**src/rtl/pipe_decoder_pkg.sv**
```systemverilog
// Shared types, encodings and decode helpers for the pipe_decoder D->E stage.
// Widths are fixed here; the top and sequencer take them from this package.
package pipe_decoder_pkg;

    localparam int NREG     = 16;
    localparam int RIDX_W   = $clog2(NREG);
    localparam int ALUCTL_W = 4;
    localparam int OFF_W    = 6;

    typedef enum logic {IDLE, SEQ} seq_state_t;

    localparam logic [1:0] OP_DP  = 2'b00;
    localparam logic [1:0] OP_MEM = 2'b01;
    localparam logic [1:0] OP_BR  = 2'b10;

    localparam logic [ALUCTL_W-1:0] ALU_ADD = 4'b0100;

    // One bit per DP command: SUB RSB ADD ADC SBC RSC CMP CMN update C/V.
    localparam logic [15:0] ARITH_OPS = 16'h0CFC;

    typedef struct packed {
        logic                valid;
        logic [3:0]          cond;
        logic                pcs;
        logic                reg_w;
        logic                mem_w;
        logic                mem_to_reg;
        logic                branch;
        logic                alu_src;
        logic                byte_en;
        logic                bl;
        logic [ALUCTL_W-1:0] alu_ctl;
        logic [1:0]          flag_w;
        logic [RIDX_W-1:0]   rn;
        logic [RIDX_W-1:0]   rd;
        logic [OFF_W-1:0]    uop_off;
        logic                undef;
    } ctrl_e_t;

    // Valid bundle with no enables: the starting point for every non-DP decode.
    function automatic ctrl_e_t base_bundle(input logic [31:0] instr);
        ctrl_e_t c;
        c         = '0;
        c.valid   = 1'b1;
        c.cond    = instr[31:28];
        c.rn      = instr[19:16];
        c.rd      = instr[15:12];
        c.alu_ctl = ALU_ADD;
        return c;
    endfunction

    function automatic ctrl_e_t decode_single(input logic [31:0] instr);
        ctrl_e_t c;
        c = base_bundle(instr);
        case (instr[27:26])
            OP_DP: begin
                c.reg_w   = 1'b1;
                c.alu_src = instr[25];
                c.alu_ctl = instr[24:21];
                c.flag_w  = {instr[20], instr[20] & ARITH_OPS[instr[24:21]]};
            end
            OP_MEM: begin
                c.alu_src    = 1'b1;
                c.byte_en    = instr[22];
                c.reg_w      = instr[20];
                c.mem_to_reg = instr[20];
                c.mem_w      = ~instr[20];
            end
            OP_BR: begin
                c.branch  = 1'b1;
                c.alu_src = 1'b1;
                c.bl      = instr[24];
            end
            default: c.undef = 1'b1;
        endcase
        c.pcs = (c.rd == RIDX_W'(NREG - 1) && c.reg_w) || c.branch;
        return c;
    endfunction

    function automatic ctrl_e_t make_uop(input logic [3:0] cond, input logic [RIDX_W-1:0] rn,
                                         input logic [RIDX_W-1:0] rd, input logic [OFF_W-1:0] off,
                                         input logic load);
        ctrl_e_t c;
        c            = '0;
        c.valid      = 1'b1;
        c.cond       = cond;
        c.alu_src    = 1'b1;
        c.alu_ctl    = ALU_ADD;
        c.rn         = rn;
        c.rd         = rd;
        c.uop_off    = off;
        c.reg_w      = load;
        c.mem_to_reg = load;
        c.mem_w      = ~load;
        c.pcs        = load && (rd == RIDX_W'(NREG - 1));
        return c;
    endfunction

    function automatic ctrl_e_t make_wb(input logic [3:0] cond, input logic [RIDX_W-1:0] rn,
                                        input logic [OFF_W-1:0] off);
        ctrl_e_t c;
        c         = '0;
        c.valid   = 1'b1;
        c.cond    = cond;
        c.alu_src = 1'b1;
        c.alu_ctl = ALU_ADD;
        c.rn      = rn;
        c.rd      = rn;
        c.uop_off = off;
        c.reg_w   = 1'b1;
        c.pcs     = (rn == RIDX_W'(NREG - 1));
        return c;
    endfunction

endpackage

```
**src/rtl/reglist_prienc.sv**
```systemverilog
// Lowest-set-bit priority encoder over a register list, used to walk LDM/STM
// lists from r0 upward.
module reglist_prienc #(
    parameter int NREG = 16,
    parameter int IW   = $clog2(NREG)
) (
    input  logic [NREG-1:0] list,
    output logic [IW-1:0]   idx,
    output logic [NREG-1:0] onehot,
    output logic            more
);

    // NOTE: idx gets a default before the loop so no path leaves it unassigned (no latch).
    always_comb begin
        idx = '0;
        for (int i = NREG - 1; i >= 0; i--) begin
            if (list[i]) idx = IW'(i);
        end
    end

    assign onehot = list & (~list + NREG'(1));
    assign more   = |(list & ~onehot);

endmodule

```
**src/rtl/pipe_decoder.sv**
```systemverilog
// Registered D->E decode stage with an LDM/STM (IA) micro-op sequencer.
// Optional feature macro: PIPE_DECODER_WB_UOP_EN adds a base-writeback micro-op for W=1.
module pipe_decoder
    import pipe_decoder_pkg::*;
(
    input  logic                clk,
    input  logic                reset,
    input  logic [31:0]         InstrD,
    input  logic                InstrValidD,
    input  logic                StallD,
    input  logic                FlushE,
    output logic                ReadyD,
    output logic                ValidE,
    output logic [3:0]          CondE,
    output logic                PCSE,
    output logic                RegWE,
    output logic                MemWE,
    output logic                MemtoRegE,
    output logic                BranchE,
    output logic                ALUSrcE,
    output logic                ByteEnE,
    output logic                BLE,
    output logic [ALUCTL_W-1:0] ALUControlE,
    output logic [1:0]          FlagWE,
    output logic [RIDX_W-1:0]   RnE,
    output logic [RIDX_W-1:0]   RdE,
    output logic [OFF_W-1:0]    UopOffsetE,
    output logic                UndefE
);

    seq_state_t        state;
    ctrl_e_t           e_q;
    logic [NREG-1:0]   pend;
    logic [OFF_W-1:0]  off;
    logic [RIDX_W-1:0] rn_q;
    logic [3:0]        cond_q;
    logic              load_q;
    logic              wb_q;

    logic [NREG-1:0]   list_src;
    logic [NREG-1:0]   onehot;
    logic [RIDX_W-1:0] idx;
    logic              more;
    logic              is_block;
    logic              blk_ok;
    logic              wb_need;

    assign is_block = (InstrD[27:26] == OP_BR) && !InstrD[25];
    assign blk_ok   = !InstrD[24] && InstrD[23];
    assign list_src = (state == SEQ) ? pend : InstrD[NREG-1:0];

`ifdef PIPE_DECODER_WB_UOP_EN
    // A loaded base register wins over the writeback, so skip it in that case.
    assign wb_need = InstrD[21] && !(InstrD[20] && InstrD[InstrD[19:16]]);
`else
    assign wb_need = 1'b0;
`endif

    reglist_prienc #(.NREG(NREG), .IW(RIDX_W)) u_prienc (
        .list   (list_src),
        .idx    (idx),
        .onehot (onehot),
        .more   (more)
    );

    // NOTE: all state here is sequential and uses non-blocking assignments only.
    always_ff @(posedge clk or posedge reset) begin
        if (reset) begin
            state  <= IDLE;
            e_q    <= '0;
            pend   <= '0;
            off    <= '0;
            rn_q   <= '0;
            cond_q <= '0;
            load_q <= 1'b0;
            wb_q   <= 1'b0;
        end else if (FlushE) begin
            state <= IDLE;
            e_q   <= '0;
            pend  <= '0;
            wb_q  <= 1'b0;
        end else if (!StallD) begin
            if (state == IDLE) begin
                if (!InstrValidD) begin
                    e_q <= '0;
                end else if (!is_block) begin
                    e_q <= decode_single(InstrD);
                end else if (!blk_ok) begin
                    e_q       <= base_bundle(InstrD);
                    e_q.undef <= 1'b1;
                end else if (InstrD[NREG-1:0] == '0) begin
                    e_q <= base_bundle(InstrD);
                end else begin
                    e_q    <= make_uop(InstrD[31:28], InstrD[19:16], idx, '0, InstrD[20]);
                    pend   <= InstrD[NREG-1:0] & ~onehot;
                    off    <= OFF_W'(4);
                    rn_q   <= InstrD[19:16];
                    cond_q <= InstrD[31:28];
                    load_q <= InstrD[20];
                    wb_q   <= wb_need;
                    if (more || wb_need) state <= SEQ;
                end
            end else if (pend != '0) begin
                e_q  <= make_uop(cond_q, rn_q, idx, off, load_q);
                pend <= pend & ~onehot;
                off  <= off + OFF_W'(4);
                if (!more && !wb_q) state <= IDLE;
            end else begin
                e_q   <= make_wb(cond_q, rn_q, off);
                wb_q  <= 1'b0;
                state <= IDLE;
            end
        end
    end

    assign ReadyD      = (state == IDLE);
    assign ValidE      = e_q.valid;
    assign CondE       = e_q.cond;
    assign PCSE        = e_q.pcs;
    assign RegWE       = e_q.reg_w;
    assign MemWE       = e_q.mem_w;
    assign MemtoRegE   = e_q.mem_to_reg;
    assign BranchE     = e_q.branch;
    assign ALUSrcE     = e_q.alu_src;
    assign ByteEnE     = e_q.byte_en;
    assign BLE         = e_q.bl;
    assign ALUControlE = e_q.alu_ctl;
    assign FlagWE      = e_q.flag_w;
    assign RnE         = e_q.rn;
    assign RdE         = e_q.rd;
    assign UopOffsetE  = e_q.uop_off;
    assign UndefE      = e_q.undef;

endmodule

```
**config.mk**
```make
export PLATFORM = sky130hd
export DESIGN_NAME = pipe_decoder
export DESIGN_NICKNAME = d
export VERILOG_FILES = /design/src/rtl/pipe_decoder_pkg.sv /design/src/rtl/reglist_prienc.sv /design/src/rtl/pipe_decoder.sv
export SDC_FILE = /design/constraint.sdc
export NUM_CORES = 1
export LEC_CHECK = 0
export ABC_AREA = 1
export CORE_ASPECT_RATIO = 1.25
export CORE_MARGIN = 2
export CORE_UTILIZATION = 29
export DETAILED_ROUTE_END_ITERATION = 6
export GPL_TIMING_DRIVEN = 0
export PLACE_DENSITY = 0.54
export SYNTH_ARGS = -nofsm -noshare
export SYNTH_HDL_FRONTEND = slang
export SYNTH_SLANG_ARGS = --single-unit
export TNS_END_PERCENT = 50
```
**constraint.sdc**
```tcl
create_clock -name clk -period 3.2 [get_ports clk]
set_input_delay 0.64 -clock clk [delete_from_list [all_inputs] [get_ports clk]]
set_output_delay 0.64 -clock clk [all_outputs]
set_load 0.005 [all_outputs]
```
# --- Word-level counts from Yosys, hierarchy flattened ---
# Memory sizes are Yosys's and may differ from the RTL's.
# Cells that the tools add are included.
totals:
  wordCells: 154
  input_bits: 37
  latch_bits: 0
  regBits: 67
  mem_bits_ro: 16
  ram_bits: 0
  mem_count: 1
  out_inout_bits: 35
classes:
  muxes: 76
  n_mul: 0
  n_bitwise: 13
  div: 0
  n_reduce_logical: 27
  magnitude_cmp: 1
  addsub: 2
  eq_ne: 11
  shift: 0
memory_table:
  columns: ["memory", "depth", "word_bits", "rd", "rd_clocked_by_memory_dff", "wr", "line_no", "rtl"]
  rows:
  - ["(no name shown)", 16, 1, 1, 0, 0, "pipe_decoder_pkg.sv:60", "c.flag_w = {instr[20], instr[20] & ARITH_OPS[instr[24:21]]};"]
ops:
  columns: ["op", "count"]
  rows:
  - ["2-to-1 mux 16 bit", 9]
  - ["2-to-1 mux 34 bit", 4]
  - ["2-to-1 mux 29 bit", 4]
  - ["AND 16 bit", 4]
  - ["2-to-1 mux 4 bit", 16]
  - ["2-to-1 mux 6 bit", 7]
  - ["2-to-1 mux 1 bit", 33]
  - ["NOT 16 bit", 2]
  - ["adder 16 x 1 -> 16 bit, second input constant", 1]
  - ["zero test 16 bit", 1]
  - ["nonzero test 16 bit", 1]
  - ["OR reduction 16 bit", 1]
  - ["AND reduction 7 bit", 2]
  - ["== test 4 bit, second input constant", 3]
  - ["AND reduction 6 bit", 2]
  - ["nonzero test 3 bit", 3]
  - ["adder 6 x 3 -> 6 bit, second input constant", 1]
  - ["logical AND 1 bit", 6]
  - ["!= test 3 bit, second input constant", 2]
  - ["NOT 1 bit", 6]
  - ["nonzero test 2 bit", 3]
  - ["< comparator 4 x 5 -> 1 bit, second input constant", 1]
  - ["zero test 1 bit", 4]
  - ["!= test 2 x 1 -> 1 bit, second input constant", 2]
  - ["11 further kinds", 12]

# --- Longest topological paths before layout ---
# Gate-level depths: netlist (run 1).
depth:
  word_depth: 26
  depth_mapped: 24
  mapped_depth_nobuf: 23

# --- By module ---
# Synthesis (run 1) repeated with hierarchy kept, for this count alone.
hier_totals:
  hier_cells: 559
  area_unflattened_um2: 3976.3
by_module_without_submodules:
  columns: ["module", "cells_per_inst", "instances", "seq_area_each_um2", "area_per_inst_um2"]
  rows:
  - ["pipe_decoder", 455, 1, 1576.5, 3488.3]
  - ["reglist_prienc", 104, 1, 0.0, 488.0]

# --- Least setup slack after synthesis (run 1) ---
# OpenSTA, ideal clock, no wires.
synth_timing:
  kind: "input-to-reg"
  startpoint: "input port InstrD[1]"
  endpoint: "register state"
  path_buffers: 0
  setup_time_ps: 130
  setup_slack_ps: 1162
  t_arrival_ps: 1908
  cell_stages: 14
  required_time_ps: 3070
  path_cell_list: "inv_1 -> nand2_1 -> o21ai_1 -> nand2_1 -> nor2_4 -> nand2_4 -> nor2_8 -> nand2_2 -> o21ai_2 -> nand2_1 -> nor4_1 -> nand2_1 -> nand2_1 -> o21ai_1"
synth_via:
  elab_chain_len: 15
  word_cells_on_any_way: 20
  classes_between: "add/sub: 1; mux: 11; bitwise: 4; reduce/logical: 4"
synth_lines:
  columns: ["item", "line_no", "rtl"]
  rows:
  - ["from (decl)", "pipe_decoder.sv:8", "input logic [31:0] InstrD,"]
  - ["2-to-1 mux 16 bit", "pipe_decoder.sv:50", "assign list_src = (state == SEQ) ? pend : InstrD[NREG-1:0];"]
  - ["NOT 16 bit", "reglist_prienc.sv:21", "assign onehot = list & (~list + NREG'(1));"]
  - ["adder 16 x 1 -> 16 bit", "reglist_prienc.sv:21", null]
  - ["AND 16 bit", "reglist_prienc.sv:21", null]
  - ["NOT 16 bit", "reglist_prienc.sv:22", "assign more = |(list & ~onehot);"]
  - ["AND 16 bit", "reglist_prienc.sv:22", null]
  - ["OR reduction 16 bit", "reglist_prienc.sv:22", null]
  - ["2-to-1 mux 1 bit", "pipe_decoder.sv:101", "if (more || wb_need) state <= SEQ;"]
  - ["2-to-1 mux 1 bit", "pipe_decoder.sv:91", "end else if (InstrD[NREG-1:0] == '0) begin"]
  - ["2-to-1 mux 1 bit", "pipe_decoder.sv:88", "end else if (!blk_ok) begin"]
  - ["2-to-1 mux 1 bit", "pipe_decoder.sv:86", "end else if (!is_block) begin"]
  - ["2-to-1 mux 1 bit", "pipe_decoder.sv:84", "if (!InstrValidD) begin"]
  - ["2-to-1 mux 1 bit *", "pipe_decoder.sv:83", "if (state == IDLE) begin"]
  - ["2-to-1 mux 1 bit *", "pipe_decoder.sv:82", "end else if (!StallD) begin"]
  - ["2-to-1 mux 1 bit *", "pipe_decoder.sv:77", "end else if (FlushE) begin"]
  - ["to (signal assigned)", "pipe_decoder.sv:78", "state <= IDLE;"]
  - ["to (signal assigned)", "pipe_decoder.sv:101", null]
  - ["to (signal assigned)", "pipe_decoder.sv:107", "if (!more && !wb_q) state <= IDLE;"]
  - ["to (decl)", "pipe_decoder.sv:31", "seq_state_t state;"]
# Mark *: on every way between the ends. The rest lies on a longest branch, timed or not. The select of a mux whose other input is x is not followed.
# A chain may end at the register's enable or synchronous reset.

# --- Final worst setup path (run 1) ---
layout_timing:
  startpoint: "input port InstrD[26]"
  endpoint: "register pend[3]"
layout_via:
  elab_chain_len: 4
layout_lines:
  columns: ["item", "line_no", "rtl"]
  rows:
  - ["== test 2 bit", "pipe_decoder.sv:48", "assign is_block = (InstrD[27:26] == OP_BR) && !InstrD[25];"]
  - ["logical AND 1 bit", "pipe_decoder.sv:48", null]
  - ["nonzero test 3 bit (no source line)", null, null]
  - ["AND reduction 6 bit (no source line)", null, null]
  - ["to (signal assigned)", "pipe_decoder.sv:95", "pend <= InstrD[NREG-1:0] & ~onehot;"]
  - ["to (signal assigned)", "pipe_decoder.sv:105", "pend <= pend & ~onehot;"]
  - ["to (decl)", "pipe_decoder.sv:33", "logic [NREG-1:0] pend;"]
# Every way passes these cells.

==> results.yml, run 1 <==
run_status:
  status: "finished clean"
setup_path:
  required_ns: 3.45
  worstReg2RegEnd: "pend[11]"
  worstSetupPathType: "input port to flip-flop"
  r2r_slack_ns: 0.74
  r2r_cells: 11
  r2r_start: "pend[4]"
  worstPathArrival_ns: 2.91
  worst-path-max-fanout: 10
  end_kind: "flip-flop"
  startpoint_type: "input port"
synth:
  synth_compound_area_frac: 0.179
  synthSimpleGateAreaFrac: 0.262
  ys.flop_type: "dfrtp_1"
  async_flop_share: 1.00
  synth_top_family_by_area: "simple AND/OR/NAND/NOR gates"
  syn_inst: 461
  synthesis.nets: 499
  synth_edf_count: 0
  synth_mux_area_frac: 0
  synth_xor_area_frac: 0.00499
  yosys.area_share.adder: 0.00357
  synth_seq_cells: 62
  syn_area_um2: 3510
  seq_area_frac_synth: 0.442
  ys_types: 39
  syn_area_per_cell_um2: 7.61
  yosysWarnings: 0
routing:
  vias: 3315
  antenna_left: 0
  via_per_inst: 4.68
  wirelength_um: 10100
  wire_per_inst_um: 14.3
  drt_iter0_drc: 171
  route.detailed.drc: 0
  first_pass_iters: 4
timing:
  slew_viol_final: 0
  max_freq_mhz: 376
  setup_viol: 0
  fin_hold_ws_ns: 0.474
  tightest_slew_ns: 0.632
  clock_skew_ns: 0.00689
  fin_crit_sh: 0.830
  rsz0062_at_grt: "false"
  hold_viol: 0
  tns_ns: 0
  finalCriticalPeriod_ns: 2.66
  slew-limit-headroom: 0.577
flow_run:
  max_cap_viol_count: 0
finish:
  layout_common_cells: "nand2_1, clkdlybuf4s50_1, inv_1, dfrtp_1, nor2_1"
  layout.cells.non_filler: 709
  fillers: 1231
  mostFrequentLayoutCell: "nand2_1"
  area_growth_pct: 34.8
  antenna_cells_inserted: 0
  nets: 581
  drive_gt1_frac: 0.104
clock_tree:
  ctsHoldBuffers: 0
  clkSlewWorstSetupHoldPaths_ns: 0.06
  numCtsBuffers: 9
  cts_tree: "yes"
  clock_sinks: 62
  clk_latency_ns: 0.34
  post_cts_resized: 0
  cts_root_buf: "clkbuf_16"
  post_cts_buffers: 0
  htree_levels: 3
  clk_path_buf_depth: 2
floorplan:
  die-area_um2: 13000
  rows: 44
  die-height_um: 127
  start_util: 0.299
  ios: 72
  die_w_um: 102
  core-area_um2: 11700
min_path:
  hp-start: "rn_q[2]"
  min_path_cells: 2
  hp-class: "flip-flop to flip-flop"
  min_to: "rn_q[2]"
global_route:
  overflow: 0
  grt_pass1_wl_um: 16300
  first_global_vias: 3280
  grt_max_degree: 43
  grt_usage: 0.163
  antenna_found_initial: 0
power_and_ir_drop:
  power_uw: 2080
  p_leak_uw: 0.00219
  vdd_ir_drop_max_mv: 0.218
  p_per_area_nw_per_um2: 440
placement:
  gp_congestion: 0.901
  port_buffers: 70
  hpwl_um: 7890
  numPlacedInstances: 693
metal layers:
metal	vias up	wire length, um	GRT usage
li1	1668	-	-
met3	12	374	0.0361
met5	-	0	0
met2	64	4950	0.273
met4	0	186	0.0557
met1	1571	4590	0.207
cells by family after synthesis:
logic type                 after synthesis
adders and majority gates                1
AOI/OAI and AO/OA                       98
buffers and inverters                   88
xor gates and xnor gates                 2
DFF                                     62
and+or+nand+nor                        210
final cells by class:
cell class                 count  area, um2  share of cell area
inverter                      74        280              0.0592
multi-input combinational    311       1580               0.334
tap                          161        201              0.0426
clock inverter                 7       75.1              0.0159
buffer                        14       97.6              0.0206
clock buffer                   9        225              0.0476
sequential                    62       1550               0.328
timing repair buffer          71        721               0.152
worst max path at each step:
| stage | cells past startpoint | slack (ns) | to | from |
|---|---|---|---|---|
| 2_1_floorplan | 1 | 1.02 | ALUControlE[0] | reset |
| 3_3_place_gp | 2 | -0.13 | pend[9] | reset |
| 3_5_place_dp | 11 | 0.22 | pend[11] | InstrD[26] |
| 4_1_cts | 11 | 0.57 | pend[11] | InstrD[26] |
| 5_1_grt | 11 | 0.32 | pend[11] | InstrD[26] |
| 6_report | 11 | 0.54 | pend[3] | InstrD[26] |
power breakdown:
part	switching, uW	leakage (uW)	internal (uW)	total, uW
Sequential	20.8	0.000836	817	838
Clock	373	0.000138	603	976
Combinational	148	0.00122	121	269
Yosys cell counts (2+ instances only):
cell | n | area share
nand2_1 | 118 | 0.13
inv_1 | 68 | 0.073
dfrtp_1 | 62 | 0.44
nor2_1 | 55 | 0.059
o21ai_0 | 26 | 0.037
a21oi_1 | 16 | 0.023
o22ai_1 | 13 | 0.023
a31oi_1 | 11 | 0.020
nand4_1 | 9 | 0.016
o21ai_2 | 8 | 0.020
a221oi_1 | 6 | 0.015
clkbuf_1 | 6 | 0.0064
inv_2 | 5 | 0.0054
nand3_1 | 5 | 0.0071
nor2_4 | 5 | 0.016
o31ai_1 | 5 | 0.011
nand2_2 | 4 | 0.0071
nor3_1 | 4 | 0.0057
a32o_1 | 3 | 0.0086
buf_2 | 3 | 0.0043
nor2_2 | 3 | 0.0054
nor4_1 | 3 | 0.0054
o21ai_1 | 3 | 0.0043
buf_6 | 2 | 0.0064
buf_8 | 2 | 0.0086
o21a_1 | 2 | 0.0043
xor2_1 | 2 | 0.0050
per-stage QoR:
stage / util / area [um2] / worst slack, ns
after floorplan: - / 3510 / 1.02
after global placement: 0.376 / 4410 / -0.126
after detailed placement: 0.378 / 4430 / 0.222
after CTS: 0.403 / 4730 / 0.570
after global routing: 0.403 / 4730 / 0.317
final: 0.403 / 4730 / 0.544
critical path, stage by stage:
cell and delay, ns:
clkdlybuf4s50_1 0.50, nor2_1 0.24, nand2_1 0.15, nor3_2 0.19, nand2_1 0.10, o22ai_1 0.16
nand2_1 0.15, nor2_4 0.19, inv_1 0.19, buf_2 0.25, o22ai_1 0.15
state kept, by name (all words and copies together) (netlist names), 2 cells and up:
signal and count:
RdE 4, UopOffsetE 5, RnE 4, cond_q 4, off 4, rn_q 4, ALUControlE 4, pend 15
FlagWE 2, CondE 4
(Power assumes the default switching activity.)
==> inputs of run 2 (changes only) <==
- PLACE_DENSITY: 0.54 -> 0.56
- clock period: 3.2 -> 2.1 ns (I/O delays scaled with it)
==> results.yml, run 2 (synthesis gave the netlist of run 1 again) <==
timing:
  fin_ws_ns: -0.130
  slew_viol_final: 0
  fin_hold_ws_ns: 0.420
  rsz0062_at_grt: "true"
  tightest_slew_ns: 0.557
  hold_viol: 0
  finalCriticalPeriod_ns: 2.23
  slew-limit-headroom: 0.628
  setup_viol: 2
  fin_crit_sh: 1.06
  max_freq_mhz: 448
  clock_skew_ns: 0.00883
power_and_ir_drop:
  p_int_uw: 2390
  pwr-share-clk: 0.469
  power_uw: 3270
  p_leak_uw: 0.00239
  p_per_area_nw_per_um2: 634
  p_sw_frac: 0.268
  vdd_ir_drop_max_mv: 0.313
  pwr-share-comb: 0.140
  seq_power_share: 0.391
  net-switching-power_uw: 877
setup_path:
  end_kind: "flip-flop"
  worstReg2RegEnd: "state"
  worstSetupPathType: "flip-flop to flip-flop"
  r2r_cells: 13
  startpoint_type: "flip-flop"
  worst-path-max-fanout: 10
  r2r_start: "state"
  worstPathArrival_ns: 2.43
  r2r_slack_ns: -0.13
  required_ns: 2.30
floorplan:
  die-area_um2: 13000
  ios: 72
  core-area_um2: 11700
  start_util: 0.299
  die-height_um: 127
  rows: 44
  die_w_um: 102
global_route:
  grt_max_degree: 43
  overflow: 0
  first_global_vias: 3443
  grt_pass1_wl_um: 16900
  antenna_found_initial: 0
  grt_usage: 0.166
routing:
  vias: 3416
  drt_iter0_drc: 100
  antenna_left: 0
  wire_per_inst_um: 14.3
  first_pass_iters: 4
  route.detailed.drc: 0
  via_per_inst: 4.67
  wirelength_um: 10400
clock_tree:
  clk_path_buf_depth: 2
  clock_sinks: 62
  clk_latency_ns: 0.34
  numCtsBuffers: 9
  cts_tree: "yes"
  cts_root_buf: "clkbuf_16"
  clkSlewWorstSetupHoldPaths_ns: 0.06
  ctsHoldBuffers: 0
  htree_levels: 3
run_status:
  violations: "setup timing"
  status: "complete, but fails checks"
placement:
  hpwl_um: 7820
  preCtsSetupSlack_ns: -0.703
  gp_congestion: 0.947
  port_buffers: 70
finish:
  antenna_cells_inserted: 0
  drive_gt1_frac: 0.203
  layout_common_cells: "nand2_1, clkdlybuf4s50_1, dfrtp_1, inv_1, nor2_1"
  top_register: "pend"
  largest_register_ffs: 15
  area_growth_pct: 46.9
  mostFrequentLayoutCell: "nand2_1"
  nets: 604
min_path:
  hp-class: "input port to asynchronous set/reset pin"
flow_run:
  max_cap_viol_count: 0
## run 2: cell count changes in the layout (fill, tap and decap cells not counted), sizes merged
cell | before | now
clkdlybuf4s50 | 70 | 67
dlymetal6s2s | 0 | 2
dlygate4sd2 | 0 | 1
clkinvlp | 3 | 2
inv | 74 | 75
buf | 9 | 32
## run 2: power groups by stage
stage,sequential [uW],combinational [uW],clock [uW]
after floorplan,1290,205,0
after global placement,1300,402,0
after detailed placement,1300,411,0
after CTS,1280,432,1550
after global routing,1280,506,1630
final,1280,458,1530
## run 2: what timing repair did
action / 4_1_cts / 5_1_grt
endpoints found under the setup margin: 30 / 35
cloned: 1 / 0
buffers inserted: 16 / 7
resized for setup: 23 / 48
pin swaps: 4 / 20
## run 2: critical path: stages (launching register included)
cell	delay, ns
dfrtp_1	0.40
buf_12	0.16
buf_12	0.15
o21a_4	0.23
nor2_4	0.13
nand2_4	0.08
nor2_8	0.13
nand2_2	0.08
o21ai_2	0.15
nand2_1	0.08
nor4_2	0.29
nand2_1	0.09
nand2_1	0.06
o21ai_1	0.06
## run 2: final cells by class
class                           count  area (um2)
Buffer                             13         115
Clock buffer                        9         225
Clock inverter                      7        82.6
Fill cell                        1197        6570
Inverter                           74         293
Multi-Input combinational cell    311        1750
Sequential cell                    62        1550
Tap cell                          161         201
Timing Repair Buffer               95         932
## run 2: worst max path at each step
stage / cells after the start / to / slack [ns] / start
2_1_floorplan: 1 / ALUControlE[0] / 0.14 / reset
3_3_place_gp: 2 / pend[9] / -0.99 / reset
3_5_place_dp: 11 / pend[9] / -0.70 / InstrD[26]
4_1_cts: 17 / state / -0.1 / state
5_1_grt: 15 / state / -0.26 / InstrD[1]
6_report: 13 / state / -0.13 / state
## run 2: metrics by stage
stage	setup TNS (ns)	area, um2	std cells	util
after floorplan	0	3510	461	-
after global placement	-81.02	4410	692	0.376
after detailed placement	-22.04	4430	693	0.378
after CTS	-0.256	4940	726	0.421
after global routing	-0.996	5150	732	0.440
final	-0.165	5150	732	0.440
## run 2: per-layer routing
| metal | vias up | global-route usage | part of all wire |
|---|---|---|---|
| met5 | - | 0 | 0 |
| met4 | 0 | 0.0408 | 0.0095 |
| met3 | 7 | 0.0383 | 0.038 |
| met2 | 68 | 0.283 | 0.52 |
| met1 | 1623 | 0.210 | 0.44 |
| li1 | 1718 | - | - |
==> inputs of run 3 (changes only) <==
- PLACE_DENSITY: 0.56 -> 0.54
- clock period: 2.1 -> 2.3 ns (I/O delays scaled with it)
==> results.yml, run 3 (synthesis gave the netlist of run 1 again) <==
run_status:
  status: "finished clean"
power_and_ir_drop:
  net-switching-power_uw: 772
  p_sw_frac: 0.264
  p_leak_uw: 0.00228
  pwr-share-clk: 0.466
  p_per_area_nw_per_um2: 586
  vdd_ir_drop_max_mv: 0.316
  p_int_uw: 2160
  pwr-share-comb: 0.136
  seq_power_share: 0.398
  power_uw: 2930
setup_path:
  r2r_slack_ns: 0.07
  worstReg2RegEnd: "state"
  r2r_cells: 13
  r2r_start: "state"
  worstSetupPathType: "flip-flop to flip-flop"
  worst-path-max-fanout: 10
  startpoint_type: "flip-flop"
  startpoint: "state"
  worstPathArrival_ns: 2.44
  required_ns: 2.51
  end_kind: "flip-flop"
placement:
  hpwl_um: 7890
  dpl_cell_area_um2: 4430
  port_buffers: 70
  gp_congestion: 0.901
  numPlacedInstances: 693
routing:
  via_per_inst: 4.70
  antenna_left: 0
  vias: 3381
  wirelength_um: 10500
  route.detailed.drc: 0
  first_pass_iters: 4
  wire_per_inst_um: 14.6
  drt_iter0_drc: 185
global_route:
  grt_max_degree: 43
  first_global_vias: 3308
  grt_pass1_wl_um: 16500
  grt_usage: 0.164
  overflow: 0
  antenna_found_initial: 0
clock_tree:
  cts_root_buf: "clkbuf_16"
  numCtsBuffers: 9
  clock_sinks: 62
  clk_latency_ns: 0.34
  clk_path_buf_depth: 2
  htree_levels: 3
  ctsHoldBuffers: 0
  cts_tree: "yes"
  clkSlewWorstSetupHoldPaths_ns: 0.06
finish:
  layout.cells.non_filler: 720
  top_register: "pend"
  layout_common_cells: "nand2_1, clkdlybuf4s50_1, dfrtp_1, inv_1, nor2_1"
  drive_gt1_frac: 0.177
  nets: 592
  antenna_cells_inserted: 0
  mostFrequentLayoutCell: "nand2_1"
  design_area_um2: 4990
  largest_register_ffs: 15
  area_growth_pct: 42.3
timing:
  max_freq_mhz: 448
  fin_hold_ws_ns: 0.458
  clock_skew_ns: 0.00706
  finalCriticalPeriod_ns: 2.23
  slew_viol_final: 0
  hold_viol: 0
  rsz0062_at_grt: "true"
  slew-limit-headroom: 0.564
  fin_crit_sh: 0.970
  setup_viol: 0
  tightest_slew_ns: 0.652
min_path:
  hp-class: "input port to asynchronous set/reset pin"
floorplan:
  core-area_um2: 11700
  die-area_um2: 13000
  rows: 44
  die-height_um: 127
  ios: 72
  start_util: 0.299
  die_w_um: 102
flow_run:
  max_cap_viol_count: 0
[run 3: cell types whose count changed in the layout (fill, tap and decap cells not counted), moves of 2 or more]
| cell | change |
|---|---|
| clkdlybuf4s50_1 | +2 |
| o21ai_2 | +2 |
| o21ai_4 | -3 |
| nor2_2 | +2 |
| buf_4 | -12 |
| buf_6 | -3 |
| clkinvlp_4 | +2 |
| clkbuf_16 | +2 |
| nor2_4 | -3 |
| o21ai_0 | +2 |
[run 3: how the worst max path moves through the flow]
stage                endpoint  slack (ns)  depth (start not counted)
2_1_floorplan  ALUControlE[0]        0.30                          1
3_3_place_gp          pend[9]       -0.85                          2
3_5_place_dp         pend[11]       -0.50                         11
4_1_cts                 state      0.0001                         17
5_1_grt                 state       -0.06                         14
6_report                state        0.07                         13
[run 3: cell type report]
type	count	area, um2
flip-flops and latches	62	1550
repair buffers	82	841
plain buffers	14	128
fillers	1219	6730
multi-input cells	311	1680
clock buffers	9	225
inverters	74	294
well taps	161	201
clock inverters	7	75.1
[run 3: through the flow]
stage	worst slack, ns	TNS (ns)	utilization
floorplan	0.299	0	-
global placement	-0.846	-63.61	0.376
detailed placement	-0.498	-11.64	0.378
CTS	0.000143	0	0.406
global route	-0.0597	-0.123	0.426
finish	0.0696	0	0.426
[run 3: what timing repair did]
item                                   4_1_cts  5_1_grt
endpoints found under the hold margin        0        0
gates cloned                                 0        2
setup endpoints to repair                   13       31
gates resized for setup                      2       48
pin swaps                                    2       13
buffers inserted                             3        6
[run 3: power by group through the flow]
| stage | combinational (uW) | sequential (uW) | clock (uW) |
|---|---|---|---|
| after CTS | 380 | 1170 | 1390 |
| after global routing | 443 | 1170 | 1440 |
| final | 399 | 1170 | 1360 |
| after global placement | 370 | 1180 | 0 |
| after detailed placement | 376 | 1190 | 0 |
| after floorplan | 187 | 1180 | 0 |
[run 3: per-layer routing]
metal	track usage	wire length, um
met1	0.207	4580
met2	0.276	5310
met3	0.0361	425
met4	0.0565	225
met5	0	0
[run 3: worst max-delay path, cell delays in order, from the launching register on]
cell	delay, ns
dfrtp_2	0.44
buf_12	0.16
buf_12	0.14
o21a_4	0.23
nor2_4	0.11
nand2_4	0.10
nor2_8	0.17
a31oi_1	0.09
inv_1	0.07
nand4_1	0.09
nor4_2	0.27
nand2_1	0.09
nand2_1	0.06
o21ai_1	0.05
